==> config.mk <==
export PLATFORM = sky130hd
export DESIGN_NAME = mult_ctrl_flat
export DESIGN_NICKNAME = d
export VERILOG_FILES = /design/src/rtl/mult_pkg.sv /design/src/rtl/mult_ctrl_if.sv /design/src/rtl/mult_bit_counter.sv /design/src/rtl/mult_ctrl.sv /design/src/flat_wrapper.sv
export SDC_FILE = /design/constraint.sdc
export NUM_CORES = 1
export LEC_CHECK = 0
export BUFFER_PORTS_ARGS = -buffer_cell sky130_fd_sc_hd__buf_2
export CAP_MARGIN = 10
export CORE_AREA = 2 2 39 41
export DETAILED_ROUTE_END_ITERATION = 7
export DIE_AREA = 0 0 41 43
export SYNTH_ARGS = -nofsm -noshare
export SYNTH_HDL_FRONTEND = slang
export SYNTH_SLANG_ARGS = --single-unit
export TNS_END_PERCENT = 5
==> constraint.sdc <==
create_clock -name Clk -period 4.55 [get_ports Clk]
set_clock_uncertainty 0.15 [all_clocks]
set_input_delay 0.2275 -clock Clk [delete_from_list [all_inputs] [get_ports Clk]]
set_output_delay 0.2275 -clock Clk [all_outputs]
set_load 0.005 [all_outputs]
==> src/rtl/mult_pkg.sv <==
// Shared types and sizing for the 16x16 shift-add multiplier control slice.
package mult_pkg;

  localparam int unsigned N     = 16;
  localparam int unsigned CW    = 5;
  localparam int unsigned ACC_W = 2 * N + 1;

  typedef enum logic [2:0] {
    IDLE  = 3'd0,
    LOAD  = 3'd1,
    TEST  = 3'd2,
    ADDSH = 3'd3,
    DONE  = 3'd4
  } state_t;

endpackage

==> src/rtl/mult_ctrl_if.sv <==
// Handshake and accumulator-strobe bundle between the multiplier controller and its datapath.
interface mult_ctrl_if;
  import mult_pkg::*;

  logic          St;
  logic          M;
  logic          Load;
  logic          Ad;
  logic          Sh;
  logic          Busy;
  logic          Done;
  logic [CW-1:0] Count;

  // master: issuing datapath side (drives St, returns accumulator LSB)
  modport master (output St, M, input Load, Ad, Sh, Busy, Done, Count);
  // slave: the controller itself
  modport slave  (input St, M, output Load, Ad, Sh, Busy, Done, Count);

endinterface

==> src/rtl/mult_bit_counter.sv <==
// Counts multiplier bits shifted out; cleared by Load, advanced by Sh.
module mult_bit_counter #(
  parameter int unsigned N  = 16,
  parameter int unsigned CW = 5
) (
  input  logic          Clk,
  input  logic          rst,
  input  logic          clr,
  input  logic          inc,
  output logic [CW-1:0] count,
  output logic          last
);

  always_ff @(posedge Clk or posedge rst) begin
    if (rst)      count <= '0;
    else if (clr) count <= '0;
    else if (inc) count <= count + 1'b1;
  end

  assign last = (count == CW'(N - 1));

endmodule

==> src/rtl/mult_ctrl.sv <==
// Shift-add multiplier controller: sequences Load/Ad/Sh on the accumulator and runs the St/Done handshake.
module mult_ctrl
  import mult_pkg::*;
(
  input  logic        Clk,
  input  logic        rst,
  mult_ctrl_if.slave  bus
);

  state_t state;
  logic   load;
  logic   ad;
  logic   sh;
  logic   busy;
  logic   done;
  logic   last;

  // Strobes are decoded from state so the accumulator acts on the same edge the FSM advances.
  always_comb begin
    load = 1'b0;
    ad   = 1'b0;
    sh   = 1'b0;
    busy = 1'b0;
    done = 1'b0;
    case (state)
      LOAD: begin
        load = 1'b1;
        busy = 1'b1;
      end
      TEST: begin
        busy = 1'b1;
        if (bus.M) ad = 1'b1;
        else       sh = 1'b1;
      end
      ADDSH: begin
        busy = 1'b1;
        sh   = 1'b1;
      end
      DONE:    done = 1'b1;
      default: ;
    endcase
  end

  always_ff @(posedge Clk or posedge rst) begin
    if (rst) begin
      state <= IDLE;
    end else begin
      case (state)
        IDLE:    if (bus.St) state <= LOAD;
        LOAD:    state <= TEST;
        TEST: begin
          if (bus.M)     state <= ADDSH;
          else if (last) state <= DONE;
        end
        ADDSH:   state <= last ? DONE : TEST;
        DONE:    if (!bus.St) state <= IDLE;
        default: state <= IDLE;
      endcase
    end
  end

  mult_bit_counter #(
    .N  (N),
    .CW (CW)
  ) u_bit_counter (
    .Clk   (Clk),
    .rst   (rst),
    .clr   (load),
    .inc   (sh),
    .count (bus.Count),
    .last  (last)
  );

  assign bus.Load = load;
  assign bus.Ad   = ad;
  assign bus.Sh   = sh;
  assign bus.Busy = busy;
  assign bus.Done = done;

endmodule

==> src/flat_wrapper.sv <==
// flat-port wrapper written by rule: the top's interface ports become plain ports
module mult_ctrl_flat import mult_pkg::*;
  (Clk, rst, bus_St, bus_M, bus_Load, bus_Ad, bus_Sh, bus_Busy, bus_Done, bus_Count);
  mult_ctrl_if bus_i ();
  input  logic Clk;
  input  logic rst;
  input wire logic [$bits(bus_i.St)-1:0] bus_St;
  input wire logic [$bits(bus_i.M)-1:0] bus_M;
  output wire logic [$bits(bus_i.Load)-1:0] bus_Load;
  output wire logic [$bits(bus_i.Ad)-1:0] bus_Ad;
  output wire logic [$bits(bus_i.Sh)-1:0] bus_Sh;
  output wire logic [$bits(bus_i.Busy)-1:0] bus_Busy;
  output wire logic [$bits(bus_i.Done)-1:0] bus_Done;
  output wire logic [$bits(bus_i.Count)-1:0] bus_Count;
  assign bus_i.St = bus_St;
  assign bus_i.M = bus_M;
  assign bus_Load = bus_i.Load;
  assign bus_Ad = bus_i.Ad;
  assign bus_Sh = bus_i.Sh;
  assign bus_Busy = bus_i.Busy;
  assign bus_Done = bus_i.Done;
  assign bus_Count = bus_i.Count;
  mult_ctrl u_core (.Clk(Clk), .rst(rst), .bus(bus_i));
endmodule
==> impl_metrics.env, run 1 <==
export IMPL_slew_headroom=0.793
export IMPL_die_h_um=43
export IMPL_grt_pass1_wl_um=1480
export IMPL_p_per_area_nw_per_um2=622
export IMPL_root_buffer="clkbuf_4"
export IMPL_grt_usage=0.128
export IMPL_crit_path_max_incr_delay_ns=0.52
export IMPL_vias=376
export IMPL_syn_avg_cell_area_um2=10.1
export IMPL_p_leak_nw=0.309
export IMPL_dpl_instance_area_um2=542
export IMPL_hold_viol_final=0
export IMPL_whs_ns=0.0499
export IMPL_syn_area_um2=473
export IMPL_first_pass_iters=4
export IMPL_row_count=14
export IMPL_post_cts_resized=0
export IMPL_nets=70
export IMPL_finalCritPeriodShare=0.353
export IMPL_min_path_type="in2reg"
export IMPL_setup_viol=0
export IMPL_core_um2=1380
export IMPL_n_antenna_cell=0
export IMPL_worst_path_stages=3
export IMPL_clk_path_buf_depth=2
export IMPL_cp_cell_sequence="nand2b_1, nor2_2, buf_2"
export IMPL_syn_to_final_growth_pct=21.4
export IMPL_initial_core_util=0.342
export IMPL_dieArea_um2=1760
export IMPL_grt_remaining_overflow=0
export IMPL_die_w_um=41
export IMPL_crit_slowest_cell="dfrtp_1"
export IMPL_finalCriticalPeriod_ns=1.61
export IMPL_wl_per_cell_um=11.4
export IMPL_worst_pin_slew_ns=0.311
export IMPL_cts_tree="built"
export IMPL_power_total_uw=357
export IMPL_end_kind="output pin"
export IMPL_netlist_instances=47
export IMPL_numPortBuffers=13
export IMPL_start_kind="flip-flop"
export IMPL_drc_errors=0
export IMPL_vias_per_cell=4.82
export IMPL_drive_gt1_frac=0.339
export IMPL_clk_transition_reported_paths_ns=0.06
export IMPL_place_ws_ns=2.97
export IMPL_fin_ws_ns=2.94
export IMPL_post_cts_repair_setup_buffers=0
export IMPL_antenna_left=0
export IMPL_cpLargestDelayFamily="flip-flops"
export IMPL_ys_ff_latch=8
export IMPL_fmax_mhz=622
export IMPL_finalMaxSlewViolations=0
export IMPL_cts_inserted_buffers=3
export IMPL_final_cells=78
export IMPL_utilization=0.415
export IMPL_ff2ff_path_depth=5
export IMPL_synth_cell_types=26
export IMPL_cts_sinks=8
export IMPL_ff2ff_setup_slack_ns=2.97
export IMPL_grt_max_degree=11
export IMPL_dp_cells=74
export IMPL_cp_max_fo=10
export IMPL_ys_warn_count=0
export IMPL_clk_latency_ns=0.25
export IMPL_rsz0062_at_grt="false"
export IMPL_min_path_cells=2
export IMPL_syn_nets=53
export IMPL_yosys_most_used_dff="dfrtp_1"
export IMPL_crit_required_ns=4.17
export IMPL_antenna_found_initial=0
export IMPL_ir_worst_vdd_mv=0.298
export IMPL_grt_pass1_vias=332
export IMPL_tns_ns=0
export IMPL_synthArstFlopShare=1.00
export IMPL_worstPathArrival_ns=1.23
export IMPL_ctsHoldBuffers=1
export IMPL_run_status="complete, no violations"
export IMPL_final_cell_area_um2=574
export IMPL_path_buf_inv=1
export IMPL_gp_congestion=0.788
export IMPL_critical_path_class="reg2out"
export IMPL_io_pins=14
export IMPL_drv_cap=0
export IMPL_synth_edf_count=0
export IMPL_yosysSeqAreaShare=0.423
export IMPL_htreeDepth=1
export IMPL_dp_hpwl_um=663
export IMPL_drt_iter0_markers=6
export IMPL_totalWireLength_um=890
==> registers in the layout, summed over array words and instances, names as in the netlist <==
| register | count |
|---|---|
| u_core.state | 3 |
| u_core.u_bit_counter.count | 5 |
==> cell families after synthesis <==
group / after synthesis / share of synthesized area
AO/OA/AOI/OAI: 8 / 0.151
adder cells (fa/ha/maj): 2 / 0.0529
buffers and inverters: 5 / 0.0582
flip-flops: 8 / 0.423
multiplexers: 2 / 0.0450
AND/OR/NAND/NOR: 22 / 0.270
==> path summary, 6_finish.rpt <==
| check | to | start |
|---|---|---|
| worst min register to register | u_core.u_bit_counter.count[4]$_DFFE_PP0P_ | u_core.u_bit_counter.count[4]$_DFFE_PP0P_ |
| max in group asynchronous | u_core.state[0]$_DFFE_PP0P_ | rst |
| worst max register to register | u_core.u_bit_counter.count[4]$_DFFE_PP0P_ | u_core.u_bit_counter.count[0]$_DFFE_PP0P_ |
| worst min-delay path | u_core.state[2]$_DFFE_PP0P_ | bus_St |
| min in group asynchronous | u_core.u_bit_counter.count[1]$_DFFE_PP0P_ | rst |
| worst max-delay path | bus_Sh | u_core.state[1]$_DFFE_PP0P_ |
==> cell usage in the layout, fill, tap and decap left out, drive strengths merged, types with 2 or more instances in the layout <==
master	n
buf	13
dfrtp	8
nor2	6
nand2b	4
nor3	3
inv	3
clkbuf	3
and3	2
a21o	2
ha	2
==> power breakdown <==
| group | leakage, nW | total, mW | switching, mW | internal [mW] |
|---|---|---|---|---|
| clock network | 0.0138 | 0.0541 | 0.0239 | 0.0302 |
| registers | 0.0982 | 0.144 | 0.0419 | 0.103 |
| logic | 0.197 | 0.159 | 0.0681 | 0.0908 |
==> worst register-to-register path, delay by kind of cell (launching register included) <==
kind | cells | cell delay [ns]
adder cells (fa/ha/maj) | 2 | 0.49
flip-flops | 1 | 0.41
AND/OR/NAND/NOR | 2 | 0.38
AO/OA/AOI/OAI | 1 | 0.10
==> final cells by class <==
cell class | count | area [um2]
flip-flops and latches | 8 | 200
clock buffers | 3 | 22.5
well taps | 16 | 20.0
fillers | 141 | 810
repair buffers | 14 | 75.1
inverters | 3 | 11.3
multi-input cells | 34 | 245
==> cell usage after synthesis (2+ instances only) <==
library cell  instances  share of area
dfrtp_1               8           0.42
a21o_1                2          0.032
nor2_1                5          0.040
nor3_1                3          0.032
nand2b_1              4          0.053
and3_1                2          0.026
ha_1                  2          0.053
inv_1                 3          0.024
==> routing by layer <==
metal | global-route usage | vias to the layer above | wire length, um
li1 | - | 195 | -
met1 | 0.181 | 170 | 424
met2 | 0.150 | 9 | 403
met3 | 0.0471 | 2 | 48
met4 | 0.100 | 0 | 13
met5 | 0 | - | 0
No activity file was read; power rests on OpenSTA's default activity.
==> run 2, diff against run 1 <==
- ABC_AREA: default -> 1
- clock period: 4.55 -> 1.6 ns (I/O delays scaled with it)
==> impl_metrics.env, run 2 <==
export IMPL_final_cells=105
export IMPL_worst_path_stages=8
export IMPL_drc_errors=0
export IMPL_grt_max_degree=9
export IMPL_ir_worst_vdd_mv=0.711
export IMPL_worstPathArrival_ns=1.49
export IMPL_p_seq_frac=0.293
export IMPL_combPwrFrac=0.565
export IMPL_dp_hpwl_um=793
export IMPL_grt_pass1_vias=445
export IMPL_ff2ff_path_depth=8
export IMPL_clk_transition_reported_paths_ns=0.06
export IMPL_met2_usage=0.213
export IMPL_initial_core_util=0.356
export IMPL_grt_busiest_layer="met2"
export IMPL_min_path_type="in2reg"
export IMPL_gp_congestion=0.702
export IMPL_final_common_cell="nand2_1"
export IMPL_synth_cell_types=18
export IMPL_p_sw_uw=504
export IMPL_yosysTopAreaCell="dfrtp_1"
export IMPL_power_internal_uw=637
export IMPL_path_buf_inv=1
export IMPL_cts_sinks=8
export IMPL_synth_top_family_by_area="simple AND/OR/NAND/NOR gates"
export IMPL_synth_edf_count=0
export IMPL_start_kind="flip-flop"
export IMPL_syn_to_final_growth_pct=33.5
export IMPL_crit_slowest_cell="dfrtp_1"
export IMPL_p_leak_nw=0.387
export IMPL_grt_remaining_overflow=0
export IMPL_synth_most_common_cell="nand2_1"
export IMPL_yosysSeqAreaShare=0.406
export IMPL_core_um2=1380
export IMPL_antenna_left=0
export IMPL_synth_compound_area_frac=0.0761
export IMPL_syn_area_um2=493
export IMPL_cp_cell_sequence="ha_2, inv_2, nor3_2, ha_2, nor2_1, nand3_1, nand2_1, nor2_1"
export IMPL_cts_tree="built"
export IMPL_setup_viol=0
export IMPL_final_cell_area_um2=658
export IMPL_top_regs="u_core.u_bit_counter.count: 5 flops, u_core.state: 3 flops"
export IMPL_dpl_instance_area_um2=593
export IMPL_use_met3=0.0157
export IMPL_synthXorXnorAreaFrac=0
export IMPL_die_w_um=41
export IMPL_synth_adder_area_share=0.0508
export IMPL_ys_ff_latch=8
export IMPL_yosys_area_share_simple=0.353
export IMPL_synthMuxAreaShare=0
export IMPL_fillCellCount=142
export IMPL_pwr_share_clk=0.142
export IMPL_worst_pin_slew_ns=0.326
export IMPL_numPortBuffers=13
export IMPL_netlist_instances=67
export IMPL_crit_path_max_incr_delay_ns=0.38
export IMPL_end_kind="flip-flop"
export IMPL_crit_required_ns=1.59
export IMPL_multi_input_area_um2=246
export IMPL_fmax_mhz=667
export IMPL_antenna_found_initial=0
export IMPL_cts_inserted_buffers=3
export IMPL_slew_headroom=0.783
export IMPL_totalWireLength_um=1120
export IMPL_io_pins=14
export IMPL_dp_cells=98
export IMPL_switching_share=0.442
export IMPL_ff_latch_area_um2=200
export IMPL_yosys_most_used_dff="dfrtp_1"
export IMPL_run_status="complete, no violations"
export IMPL_largest_reg_flops=5
export IMPL_yosysTopAreaCellShare=0.406
export IMPL_min_path_cells=3
export IMPL_first_pass_iters=4
export IMPL_drv_cap=0
export IMPL_synthTopCellsByCount="14 x nand2_1, 11 x inv_1, 8 x dfrtp_1, 8 x nor2_1, 6 x nand3_1"
export IMPL_drt_iter0_markers=12
export IMPL_finalCriticalPeriod_ns=1.50
export IMPL_htreeDepth=1
export IMPL_nets=97
export IMPL_root_buffer="clkbuf_4"
export IMPL_finalCritPeriodShare=0.937
export IMPL_dieArea_um2=1760
export IMPL_largest_register="u_core.u_bit_counter.count"
export IMPL_finalMaxSlewViolations=0
export IMPL_row_count=14
export IMPL_cpLargestDelayFamily="simple AND/OR/NAND/NOR gates"
export IMPL_grt_usage=0.144
export IMPL_syn_nets=73
export IMPL_vias=506
export IMPL_wl_per_cell_um=10.7
export IMPL_n_antenna_cell=0
export IMPL_drive_gt1_frac=0.393
export IMPL_vias_per_cell=4.82
export IMPL_die_h_um=43
export IMPL_ys_warn_count=0
export IMPL_met1_usage=0.185
export IMPL_ys_top_cells_by_area="dfrtp_1 41%, nand2_1 11%, inv_1 8.4%"
export IMPL_synthArstFlopShare=1.00
export IMPL_hold_viol_final=0
export IMPL_grt_pass1_wl_um=1700
export IMPL_critical_path_class="reg2reg"
export IMPL_cp_max_fo=3
export IMPL_syn_avg_cell_area_um2=7.36
export IMPL_layout_common_cells="14 x nand2_1, 13 x buf_2, 10 x inv_1, 8 x nor2_1, 8 x dfrtp_1"
export IMPL_clk_path_buf_depth=2
export IMPL_p_per_area_nw_per_um2=1730
export IMPL_clk_latency_ns=0.26
## run 2: changes by cell type after synthesis, sizes merged, moves of 2 or more
| cell | change |
|---|---|
| nor2 | +3 |
| a21o | -2 |
| nand2 | +16 |
| and3 | -2 |
| nand2b | -4 |
| inv | +12 |
| nand3 | +6 |
## run 2: metrics by stage
stage	setup TNS (ns)	hold slack [ns]	setup slack [ns]	utilization	total power, mW
after CTS	0	0.0132	0.0525	0.452	1.09
after global placement	0	-0.108	0.0881	0.429	0.911
after floorplan	0	-0.254	0.0725	-	0.723
after global routing	-0.00698	0.0390	-0.00698	0.476	1.25
after detailed placement	0	-0.105	0.0629	0.429	0.923
final	0	0.0105	0.100	0.476	1.14
## run 2: repair_timing
item,CTS,global route
setup endpoints to repair,0,2
hold buffers,1,0
resized for setup,0,4
endpoints found under the hold margin,8,0
setup buffers,0,3
## run 2: cells by family after synthesis
group,Yosys count
buf+inv,15
compound gates,6
flops,8
simple gates,36
fa+ha+maj,2
## run 2: path summary, 6_finish.rpt
check | startpoint | endpoint | slack, ns
max in group asynchronous | rst | u_core.u_bit_counter.count[1]$_DFFE_PP0P_ | 0.88
hold / removal | bus_M | u_core.state[1]$_DFFE_PP0P_ | 0.01
setup reg to reg | u_core.u_bit_counter.count[0]$_DFFE_PP0P_ | u_core.state[0]$_DFFE_PP0P_ | 0.10
setup / recovery | u_core.u_bit_counter.count[0]$_DFFE_PP0P_ | u_core.state[0]$_DFFE_PP0P_ | 0.10
min in group asynchronous | rst | u_core.state[2]$_DFFE_PP0P_ | 0.16
hold reg to reg | u_core.u_bit_counter.count[3]$_DFFE_PP0P_ | u_core.u_bit_counter.count[3]$_DFFE_PP0P_ | 0.40
## run 2: layer usage
metal,share of wire,up-vias,wire [um]
met5,0,-,0
met4,0.026,0,29
met3,0.040,6,45
met2,0.51,16,567
met1,0.43,227,478
li1,-,257,-
## run 2: power groups by stage
stage / logic, mW / clock network (mW) / registers, mW
finish: 0.645 / 0.162 / 0.334
global route: 0.732 / 0.173 / 0.344
CTS: 0.585 / 0.163 / 0.339
detailed placement: 0.581 / 0 / 0.343
global placement: 0.570 / 0 / 0.342
floorplan: 0.371 / 0 / 0.352
## run 2: final cells by class
type / count / area share
inverters: 15 / 0.0856
repair buffers: 19 / 0.171
well taps: 16 / 0.0304
clock buffers: 3 / 0.0342
multi-input cells: 44 / 0.375
flip-flops and latches: 8 / 0.304
## run 2: worst reg2reg max path: cells and delay by family, from the launching register on
family,cells,cell delay (ns)
flops,1,0.38
simple gates,5,0.40
buf+inv,1,0.07
fa+ha+maj,2,0.38
==> run 3, diff against run 2 <==
- BUFFER_PORTS_ARGS: -buffer_cell sky130_fd_sc_hd__buf_2 -> default
- DONT_BUFFER_PORTS: default -> 1
==> impl_metrics.env, run 3 (synthesized netlist as in run 2, its figures left out) <==
export IMPL_worstPathArrival_ns=1.53
export IMPL_largest_reg_flops=5
export IMPL_die_h_um=43
export IMPL_pwr_share_clk=0.150
export IMPL_grt_pass1_wl_um=1720
export IMPL_top_regs="u_core.u_bit_counter.count: 5 flops, u_core.state: 3 flops"
export IMPL_worst_pin_slew_ns=0.312
export IMPL_initial_core_util=0.356
export IMPL_io_pins=14
export IMPL_combPwrFrac=0.519
export IMPL_grt_max_degree=9
export IMPL_multi_input_area_um2=244
export IMPL_syn_to_final_growth_pct=22.3
export IMPL_grt_pass1_vias=433
export IMPL_cts_sinks=8
export IMPL_whs_ns=0.0640
export IMPL_grt_remaining_overflow=0
export IMPL_vias_per_cell=4.77
export IMPL_gp_congestion=0.769
export IMPL_nets=85
export IMPL_row_count=14
export IMPL_vias=444
export IMPL_ir_worst_vdd_mv=0.715
export IMPL_cts_inserted_buffers=3
export IMPL_tns_ns=0
export IMPL_clk_path_buf_depth=2
export IMPL_setup_viol=0
export IMPL_die_w_um=41
export IMPL_post_cts_repair_setup_buffers=0
export IMPL_p_leak_nw=0.331
export IMPL_core_um2=1380
export IMPL_cpMostUsedCell="nand2_1"
export IMPL_first_pass_iters=4
export IMPL_crit_required_ns=1.65
export IMPL_numPortBuffers=0
export IMPL_htreeDepth=1
export IMPL_drt_iter0_markers=11
export IMPL_grt_usage=0.148
export IMPL_cpLargestDelayFamily="simple AND/OR/NAND/NOR gates"
export IMPL_slew_headroom=0.792
export IMPL_min_path_type="in2async"
export IMPL_dp_hpwl_um=776
export IMPL_cp_cell_sequence="ha_1, inv_2, nor3_2, ha_2, nor2_1, nand3_1, nand2_1, nand2_1, nand2_1"
export IMPL_layout_common_cells="14 x nand2_1, 9 x inv_1, 8 x nor2_1, 8 x dfrtp_1"
export IMPL_largest_register="u_core.u_bit_counter.count"
export IMPL_finalCritPeriodShare=0.928
export IMPL_fmax_mhz=674
export IMPL_n_antenna_cell=0
export IMPL_crit_path_max_incr_delay_ns=0.38
export IMPL_critical_path_class="reg2reg"
export IMPL_rsz0062_at_grt="true"
export IMPL_run_status="complete, no violations"
export IMPL_final_common_cell="nand2_1"
export IMPL_clk_transition_reported_paths_ns=0.05
export IMPL_dieArea_um2=1760
export IMPL_ff_latch_area_um2=200
export IMPL_cp_max_fo=3
export IMPL_switching_share=0.457
export IMPL_totalWireLength_um=984
export IMPL_finalMaxSlewViolations=0
export IMPL_path_buf_inv=1
export IMPL_root_buffer="clkbuf_4"
export IMPL_hold_viol_final=0
export IMPL_cts_tree="built"
export IMPL_fillCellCount=150
export IMPL_drc_errors=0
export IMPL_p_seq_frac=0.331
export IMPL_drv_cap=0
export IMPL_antenna_found_initial=0
export IMPL_antenna_left=0
export IMPL_p_per_area_nw_per_um2=1700
export IMPL_power_internal_uw=558
export IMPL_start_kind="flip-flop"
export IMPL_clk_latency_ns=0.25
export IMPL_finalCriticalPeriod_ns=1.48
export IMPL_drive_gt1_frac=0.273
export IMPL_crit_slowest_cell="dfrtp_1"
export IMPL_p_sw_uw=469
export IMPL_end_kind="flip-flop"
export IMPL_wl_per_cell_um=10.6
run 3: changes by cell type in the layout (fill, tap and decap cells not counted):
| cell | change |
|---|---|
| buf_2 | -13 |
| buf_4 | -1 |
| dlygate4sd3_1 | +2 |
| ha_1 | +1 |
| ha_2 | -1 |
| inv_1 | -1 |
| inv_2 | +1 |
run 3: final cells by class:
class / instances / area share
inverter: 15 / 0.0934
multi-input combinational: 44 / 0.405
timing repair buffer: 7 / 0.0996
tap: 16 / 0.0332
sequential: 8 / 0.332
clock buffer: 3 / 0.0373
run 3: repair_timing:
action                     4_1_cts  5_1_grt
hold buffers                     3        0
setup endpoints to repair        0        2
gates resized for setup          0        4
hold endpoints to repair        12        0
run 3: power groups by stage:
stage	Combinational [mW]	Clock (mW)	Sequential, mW
2_1_floorplan	0.371	0	0.352
3_3_place_gp	0.514	0	0.342
3_5_place_dp	0.524	0	0.341
4_1_cts	0.534	0.159	0.338
5_1_grt	0.624	0.172	0.351
6_report	0.533	0.154	0.340
run 3: per-stage QoR:
| step | power [mW] | cell area (um2) | setup WS (ns) | util | cells |
|---|---|---|---|---|---|
| final | 1.03 | 603 | 0.115 | 0.436 | 93 |
| after global routing | 1.15 | 603 | -0.0313 | 0.436 | 93 |
| after CTS | 1.03 | 596 | 0.0683 | 0.430 | 93 |
| after detailed placement | 0.865 | 543 | 0.0748 | 0.392 | 87 |
| after global placement | 0.855 | 543 | 0.0924 | 0.392 | 87 |
| after floorplan | 0.723 | 493 | 0.0725 | - | 67 |
run 3: layer usage:
| metal | up-vias | wire [um] | global-route usage |
|---|---|---|---|
| met4 | 0 | 27 | 0.0800 |
| li1 | 236 | - | - |
| met5 | - | 0 | 0 |
| met2 | 11 | 462 | 0.213 |
| met3 | 6 | 49 | 0.0524 |
| met1 | 191 | 445 | 0.185 |
run 3: worst paths after layout:
kind	startpoint	slack, ns	cells after the start	endpoint
min reg2reg	u_core.u_bit_counter.count[0]$_DFFE_PP0P_	0.43	2	u_core.u_bit_counter.count[0]$_DFFE_PP0P_
max in group asynchronous	rst	1.00	2	u_core.u_bit_counter.count[2]$_DFFE_PP0P_
min in group Clk	u_core.u_bit_counter.count[0]$_DFFE_PP0P_	0.43	2	u_core.u_bit_counter.count[0]$_DFFE_PP0P_
max	u_core.u_bit_counter.count[0]$_DFFE_PP0P_	0.12	9	u_core.state[2]$_DFFE_PP0P_
max reg2reg	u_core.u_bit_counter.count[0]$_DFFE_PP0P_	0.12	9	u_core.state[2]$_DFFE_PP0P_
min	rst	0.06	2	u_core.state[2]$_DFFE_PP0P_
